**config.mk**
```make
export PLATFORM = sky130hd
export DESIGN_NAME = classify_ctrl
export DESIGN_NICKNAME = d
export VERILOG_FILES = /design/src/rtl/classify_pkg.sv /design/src/rtl/classify_ctrl_argmax.sv /design/src/rtl/classify_ctrl.sv
export SDC_FILE = /design/constraint.sdc
export NUM_CORES = 2
export LEC_CHECK = 0
export BUFFER_PORTS_ARGS = -buffer_cell sky130_fd_sc_hd__buf_2
export CAP_MARGIN = 5
export CELL_PAD_IN_SITES_DETAIL_PLACEMENT = 1
export CELL_PAD_IN_SITES_GLOBAL_PLACEMENT = 1
export CORE_UTILIZATION = 31
export DETAILED_ROUTE_END_ITERATION = 12
export GPL_ROUTABILITY_DRIVEN = 0
export PLACE_DENSITY = 0.64
export SETUP_SLACK_MARGIN = 0.4
export SLEW_MARGIN = 15
export SYNTH_ARGS = -nofsm -noshare
export SYNTH_HDL_FRONTEND = slang
export SYNTH_SLANG_ARGS = --single-unit
```
**constraint.sdc**
```tcl
create_clock -name clk -period 19.83 [get_ports clk]
set_clock_uncertainty 0.1 [all_clocks]
set_input_delay 1.983 -clock clk [delete_from_list [all_inputs] [get_ports clk]]
set_output_delay 1.983 -clock clk [all_outputs]
set_load 0.01 [all_outputs]
```
**src/rtl/classify_pkg.sv**
```systemverilog
// Shared types and constants for the final classification stage.
// Scores are signed; the argmax candidate pairs a class index with its score.
package classify_pkg;

  localparam int NUM_CLASSES = 10;
  localparam int DATA_W      = 54;
  localparam int IDX_W       = 4;
  localparam int WAIT_LIMIT  = 8;
  localparam int WCNT_W      = $clog2(WAIT_LIMIT);

  typedef logic signed [DATA_W-1:0] score_t;
  typedef score_t score_arr_t [NUM_CLASSES];

  typedef enum logic [2:0] {
    S_IDLE,
    S_COLLECT,
    S_LAUNCH,
    S_WAIT,
    S_HOLD
  } classify_state_t;

  typedef struct packed {
    logic [IDX_W-1:0] idx;
    score_t           val;
  } cand_t;

  // a always carries the lower indices, so ties keep the lower class
  function automatic cand_t pick(
    input cand_t a,
    input cand_t b
  );
    return (b.val > a.val) ? b : a;
  endfunction

endpackage

```
**src/rtl/classify_ctrl_argmax.sv**
```systemverilog
// Five-stage pipelined argmax over the buffered class scores.
// done pulses four edges after the edge that samples valid_in.
import classify_pkg::*;

module classify_ctrl_argmax (
  input  logic             clk,
  input  logic             rst_n,
  input  logic             valid_in,
  input  score_arr_t       data_in,
  output logic [IDX_W-1:0] max_index,
  output logic             done
);

  cand_t      s1_q [5];
  cand_t      s2_q [3];
  cand_t      s3_q [2];
  cand_t      s4_q;
  logic [3:0] v_q;

  // 10 -> 5 -> 3 -> 2 -> 1 reduction tree
  always_ff @(posedge clk) begin
    for (int i = 0; i < 5; i++) begin
      s1_q[i] <= pick(
        cand_t'{IDX_W'(2*i), data_in[2*i]},
        cand_t'{IDX_W'(2*i+1), data_in[2*i+1]}
      );
    end
    s2_q[0] <= pick(s1_q[0], s1_q[1]);
    s2_q[1] <= pick(s1_q[2], s1_q[3]);
    s2_q[2] <= s1_q[4];
    s3_q[0] <= pick(s2_q[0], s2_q[1]);
    s3_q[1] <= s2_q[2];
    s4_q    <= pick(s3_q[0], s3_q[1]);
  end

  always_ff @(posedge clk) begin
    if (!rst_n) begin
      v_q       <= '0;
      done      <= 1'b0;
      max_index <= '0;
    end else begin
      v_q       <= {v_q[2:0], valid_in};
      done      <= v_q[3];
      max_index <= s4_q.idx;
    end
  end

endmodule

```
**src/rtl/classify_ctrl.sv**
```systemverilog
// Final-stage sequencer: buffers ten scores, runs argmax,
// hands back the winner, counts images and keeps sticky errors.
import classify_pkg::*;

module classify_ctrl (
  input  logic                     clk,
  input  logic                     rst,
  input  logic                     start,
  input  logic                     abort,
  output logic                     busy,
  input  logic                     score_valid,
  input  logic signed [DATA_W-1:0] score_in,
  output logic                     score_ready,
  output logic                     result_valid,
  input  logic                     result_ready,
  output logic [IDX_W-1:0]         result_class,
  output logic signed [DATA_W-1:0] result_score,
  output logic [15:0]              image_count,
  output logic                     err_overrun,
  output logic                     err_timeout
);

  classify_state_t   state_q;
  logic [IDX_W-1:0]  cnt_q;
  logic [WCNT_W-1:0] wcnt_q;
  score_arr_t        buf_q;
  logic              rv_q;
  logic [IDX_W-1:0]  rclass_q;
  score_t            rscore_q;
  logic [15:0]       img_q;
  logic              ovr_q;
  logic              tmo_q;

  logic             am_valid;
  logic [IDX_W-1:0] am_index;
  logic             am_done;
  logic             beat;
  logic             late_beat;

  assign beat      = (state_q == S_COLLECT) && score_valid;
  assign late_beat = score_valid &&
                     ((state_q == S_LAUNCH) ||
                      (state_q == S_WAIT) ||
                      (state_q == S_HOLD));
  assign am_valid  = (state_q == S_LAUNCH);

  assign busy         = (state_q != S_IDLE);
  assign score_ready  = (state_q == S_COLLECT);
  assign result_valid = rv_q;
  assign result_class = rclass_q;
  assign result_score = rscore_q;
  assign image_count  = img_q;
  assign err_overrun  = ovr_q;
  assign err_timeout  = tmo_q;

  always_ff @(posedge clk or posedge rst) begin
    if (rst) begin
      for (int i = 0; i < NUM_CLASSES; i++)
        buf_q[i] <= '0;
    end else if (beat && !abort) begin
      buf_q[cnt_q] <= score_in;
    end
  end

  always_ff @(posedge clk or posedge rst) begin
    if (rst) begin
      state_q  <= S_IDLE;
      cnt_q    <= '0;
      wcnt_q   <= '0;
      rv_q     <= 1'b0;
      rclass_q <= '0;
      rscore_q <= '0;
      img_q    <= '0;
      ovr_q    <= 1'b0;
      tmo_q    <= 1'b0;
    end else begin
      if (late_beat)
        ovr_q <= 1'b1;
      if (abort) begin
        state_q <= S_IDLE;
        rv_q    <= 1'b0;
        cnt_q   <= '0;
      end else begin
        unique case (state_q)
          S_IDLE: begin
            if (start) begin
              state_q <= S_COLLECT;
              cnt_q   <= '0;
              ovr_q   <= 1'b0;
              tmo_q   <= 1'b0;
            end
          end
          S_COLLECT: begin
            if (beat) begin
              cnt_q <= cnt_q + 1'b1;
              if (cnt_q == IDX_W'(NUM_CLASSES - 1))
                state_q <= S_LAUNCH;
            end
          end
          S_LAUNCH: begin
            wcnt_q  <= '0;
            state_q <= S_WAIT;
          end
          S_WAIT: begin
            if (am_done) begin
              rclass_q <= am_index;
              rscore_q <= buf_q[am_index];
              rv_q     <= 1'b1;
              state_q  <= S_HOLD;
            end else if (wcnt_q == WCNT_W'(WAIT_LIMIT - 1)) begin
              tmo_q   <= 1'b1;
              state_q <= S_IDLE;
            end else begin
              wcnt_q <= wcnt_q + 1'b1;
            end
          end
          S_HOLD: begin
            if (result_ready) begin
              rv_q    <= 1'b0;
              img_q   <= img_q + 16'd1;
              state_q <= S_IDLE;
            end
          end
          default: state_q <= S_IDLE;
        endcase
      end
    end
  end

  classify_ctrl_argmax u_argmax (
    .clk      (clk),
    .rst_n    (~rst),
    .valid_in (am_valid),
    .data_in  (buf_q),
    .max_index(am_index),
    .done     (am_done)
  );

endmodule

```
==> results.json <==
{
  "core_um2": 181000,
  "period_needed_ns": 5.38,
  "synth_top_area_share_pct": 27.7,
  "dpl.cell_count": 7002,
  "hold_ws_ns": 0.223,
  "synth-main-ff-cell": "dfrtp_1",
  "timing.max_cap.violations": 0,
  "r2r_end": "u_argmax.s1_q[0][226]",
  "setup_viol": 0,
  "clk_pin_slew_worst_paths_ns": 0.06,
  "die_area_um2": 185000,
  "r2r_start": "buf_q[215]",
  "clock-sinks": 1194,
  "stdcell_count": 7255,
  "drc": 0,
  "ir_worst_vdd_mv": 0.184,
  "tns_ns": 0,
  "synthCells": 4653,
  "track_usage_pct": 18.5,
  "firstDrtPassIters": 5,
  "ant_nets": 0,
  "grt_max_degree": 159,
  "hold_path_end": "u_argmax.s2_q[0][142]",
  "reg2reg_depth": 11,
  "cts_resized": 0,
  "hp-class": "reg2reg",
  "drive_gt1_share_pct": 30.9,
  "yosys_register_bits": 1194,
  "slew_violations": 0,
  "drt_iter0_drc": 1683,
  "period_share_pct": 27.1,
  "endpoint_kind": "register",
  "arrival_ns": 5.93,
  "power.density_nw_per_um2": 117,
  "first_global_vias": 39300,
  "numCtsBuffers": 134,
  "crit_required_ns": 20.38,
  "top_layer_used": "met5",
  "fillers": 19400,
  "gr-total-overflow": 0,
  "hold_path_depth": 0,
  "vias": 36400,
  "hold_viol": 0,
  "yosys_warnings": 0,
  "relSlewSlack_pct": 21.2,
  "htreeDepth": 4,
  "fp.dieH_um": 430,
  "die_w_um": 430,
  "synthArstFlopShare_pct": 52.5,
  "m1WireLength_mm": 76.8,
  "status": "finished, final reports clean",
  "syn_nets": 5206,
  "crit_fanout": 21,
  "power_leakage_nw": 30.1,
  "critPathLaunchType": "register",
  "cts-root-buf": "clkbuf_16",
  "worst_pin_slew_ns": 1.18,
  "syn_area_per_cell_um2": 12.2,
  "syn_to_final_growth_pct": 13.5,
  "syn_area_um2": 56700,
  "place_hpwl_mm": 118,
  "rows": 156,
  "wl_met2_mm": 82.3,
  "hold_start": "u_argmax.s1_q[0][258]",
  "clk-insertion-delay-late_ns": 0.79,
  "cts_setup_buffers": 0,
  "cts_hold_buf": 0,
  "initial_core_util_pct": 31.3,
  "max_freq_mhz": 186,
  "pre_cts_slack_ns": 14.05,
  "worst_slack_ns": 14.45,
  "rrSetupSlack_ns": 14.45,
  "ys_seq_area_share_pct": 47.7,
  "rsz0062_at_grt": "no",
  "synthTopCellsByCount": "965 x mux2_2, 627 x dfrtp_1, 567 x dfxtp_1",
  "wire_per_inst_um": 23.4,
  "yosys.area.top_type": "dfrtp_1",
  "worstSetupPathType": "reg2reg",
  "numPortBuffers": 138,
  "antenna_found_initial": 21,
  "wirelength_mm": 170,
  "synth-edff-count": 0,
  "clockBufferDepth": 3,
  "layout.nets": 5321,
  "met3_length_mm": 5.55,
  "synth.area.top_cells": "dfrtp_1 28%, dfxtp_1 20%, mux2_2 19%",
  "num_io_pins": 139,
  "grt_pass1_wl_mm": 256,
  "ys_types": 68,
  "cts_tree": "yes",
  "yosysMostFrequentCell": "mux2_2",
  "vias_per_cell": 5.02
}
stage by stage:
step	util (%)	total power, mW	instance area, um2
2_1_floorplan	-	4.29	56700
3_3_place_gp	33.0	5.00	59900
3_5_place_dp	33.0	5.05	59900
4_1_cts	35.5	7.65	64400
5_1_grt	35.5	7.91	64400
6_report	35.5	7.56	64400
final cells by class:
cell class,instances,area (um2),area share (%)
Multi-Input combinational cell,2735,26800,41.6
Sequential cell,1194,27100,42.0
Inverter,514,1930,3.00
Timing Repair Buffer,189,1100,1.71
Tap cell,2370,2970,4.60
Clock buffer,209,4080,6.33
Antenna cell,4,10.0,0.0155
Clock inverter,40,452,0.701
placed cells by master, fill, tap and decap left out, types with 9 or more instances in the layout:
| cell | n |
|---|---|
| nor4_1 | 10 |
| a211oi_1 | 14 |
| ha_1 | 493 |
| mux4_2 | 108 |
| nor2b_1 | 13 |
| a21o_1 | 71 |
| dfxtp_1 | 564 |
| buf_2 | 138 |
| clkbuf_8 | 27 |
| xnor2_1 | 12 |
| a21boi_0 | 9 |
| o21ai_0 | 110 |
| clkbuf_1 | 40 |
| a22oi_1 | 10 |
| inv_1 | 513 |
| a21oi_1 | 216 |
| clkinv_2 | 16 |
| a221oi_1 | 20 |
| nand4_1 | 84 |
| buf_4 | 49 |
| and4_1 | 24 |
| dfrtp_1 | 627 |
| clkbuf_16 | 142 |
| mux2i_1 | 96 |
| nand2_4 | 9 |
| mux2_1 | 16 |
| nand3_1 | 56 |
| o21a_1 | 13 |
| nor2_1 | 63 |
| nor3_1 | 74 |
| mux2_2 | 965 |
| nand2_1 | 137 |
registers in the layout (all words and copies together) (netlist names), 3 cells and up:
signal and count:
u_argmax.s4_q 4, u_argmax.s1_q 275, u_argmax.s2_q 167, u_argmax.s3_q 112
u_argmax.v_q 4, u_argmax.max_index 4, wcnt_q 3, result_score 54
cnt_q 4, buf_q 540, state_q 3, image_count 16
result_class 4
cell families after synthesis:
group,synth area share [%]
AOI/OAI and AO/OA,5.74
xor gates and xnor gates,0.232
adders and majority gates,10.9
buffers and inverters,5.30
DFF,47.7
muxes,25.6
and+or+nand+nor,4.60
worst max path at each step:
| stage | startpoint | endpoint | slack (ns) | cells after the start |
|---|---|---|---|---|
| after floorplan | rst | buf_q[0] | 9.19 | 1 |
| after global placement | rst | buf_q[100] | 14.18 | 5 |
| after detailed placement | rst | buf_q[526] | 14.05 | 5 |
| after CTS | buf_q[215] | u_argmax.s1_q[0][226] | 14.36 | 11 |
| after global routing | buf_q[215] | u_argmax.s1_q[0][226] | 14.46 | 11 |
| final | buf_q[215] | u_argmax.s1_q[0][226] | 14.45 | 11 |
per-layer routing:
layer | GRT usage, % | up-vias
li1 | - | 16800
met1 | 23.9 | 18800
met2 | 31.2 | 505
met3 | 2.93 | 261
met4 | 6.49 | 22
met5 | 0 | -
power breakdown:
part	total (mW)	internal, mW	switching [mW]
Clock	2.56	1.51	1.05
Combinational	2.07	0.888	1.18
Sequential	2.93	2.71	0.216
Total	7.56	5.11	2.45
critical path, cell delays in order, from the launching register on:
cell and delay [ns]:
dfrtp_1 0.39, inv_1 0.06, ha_1 0.41, nand4_1 0.22, nor3_1 0.64, nand4_1 0.43
nor2_1 0.63, o41ai_1 0.36, nand2_1 0.21, mux2i_4 0.80, buf_4 0.56, mux2_2 0.41
Power figures use the tool's default switching activity.
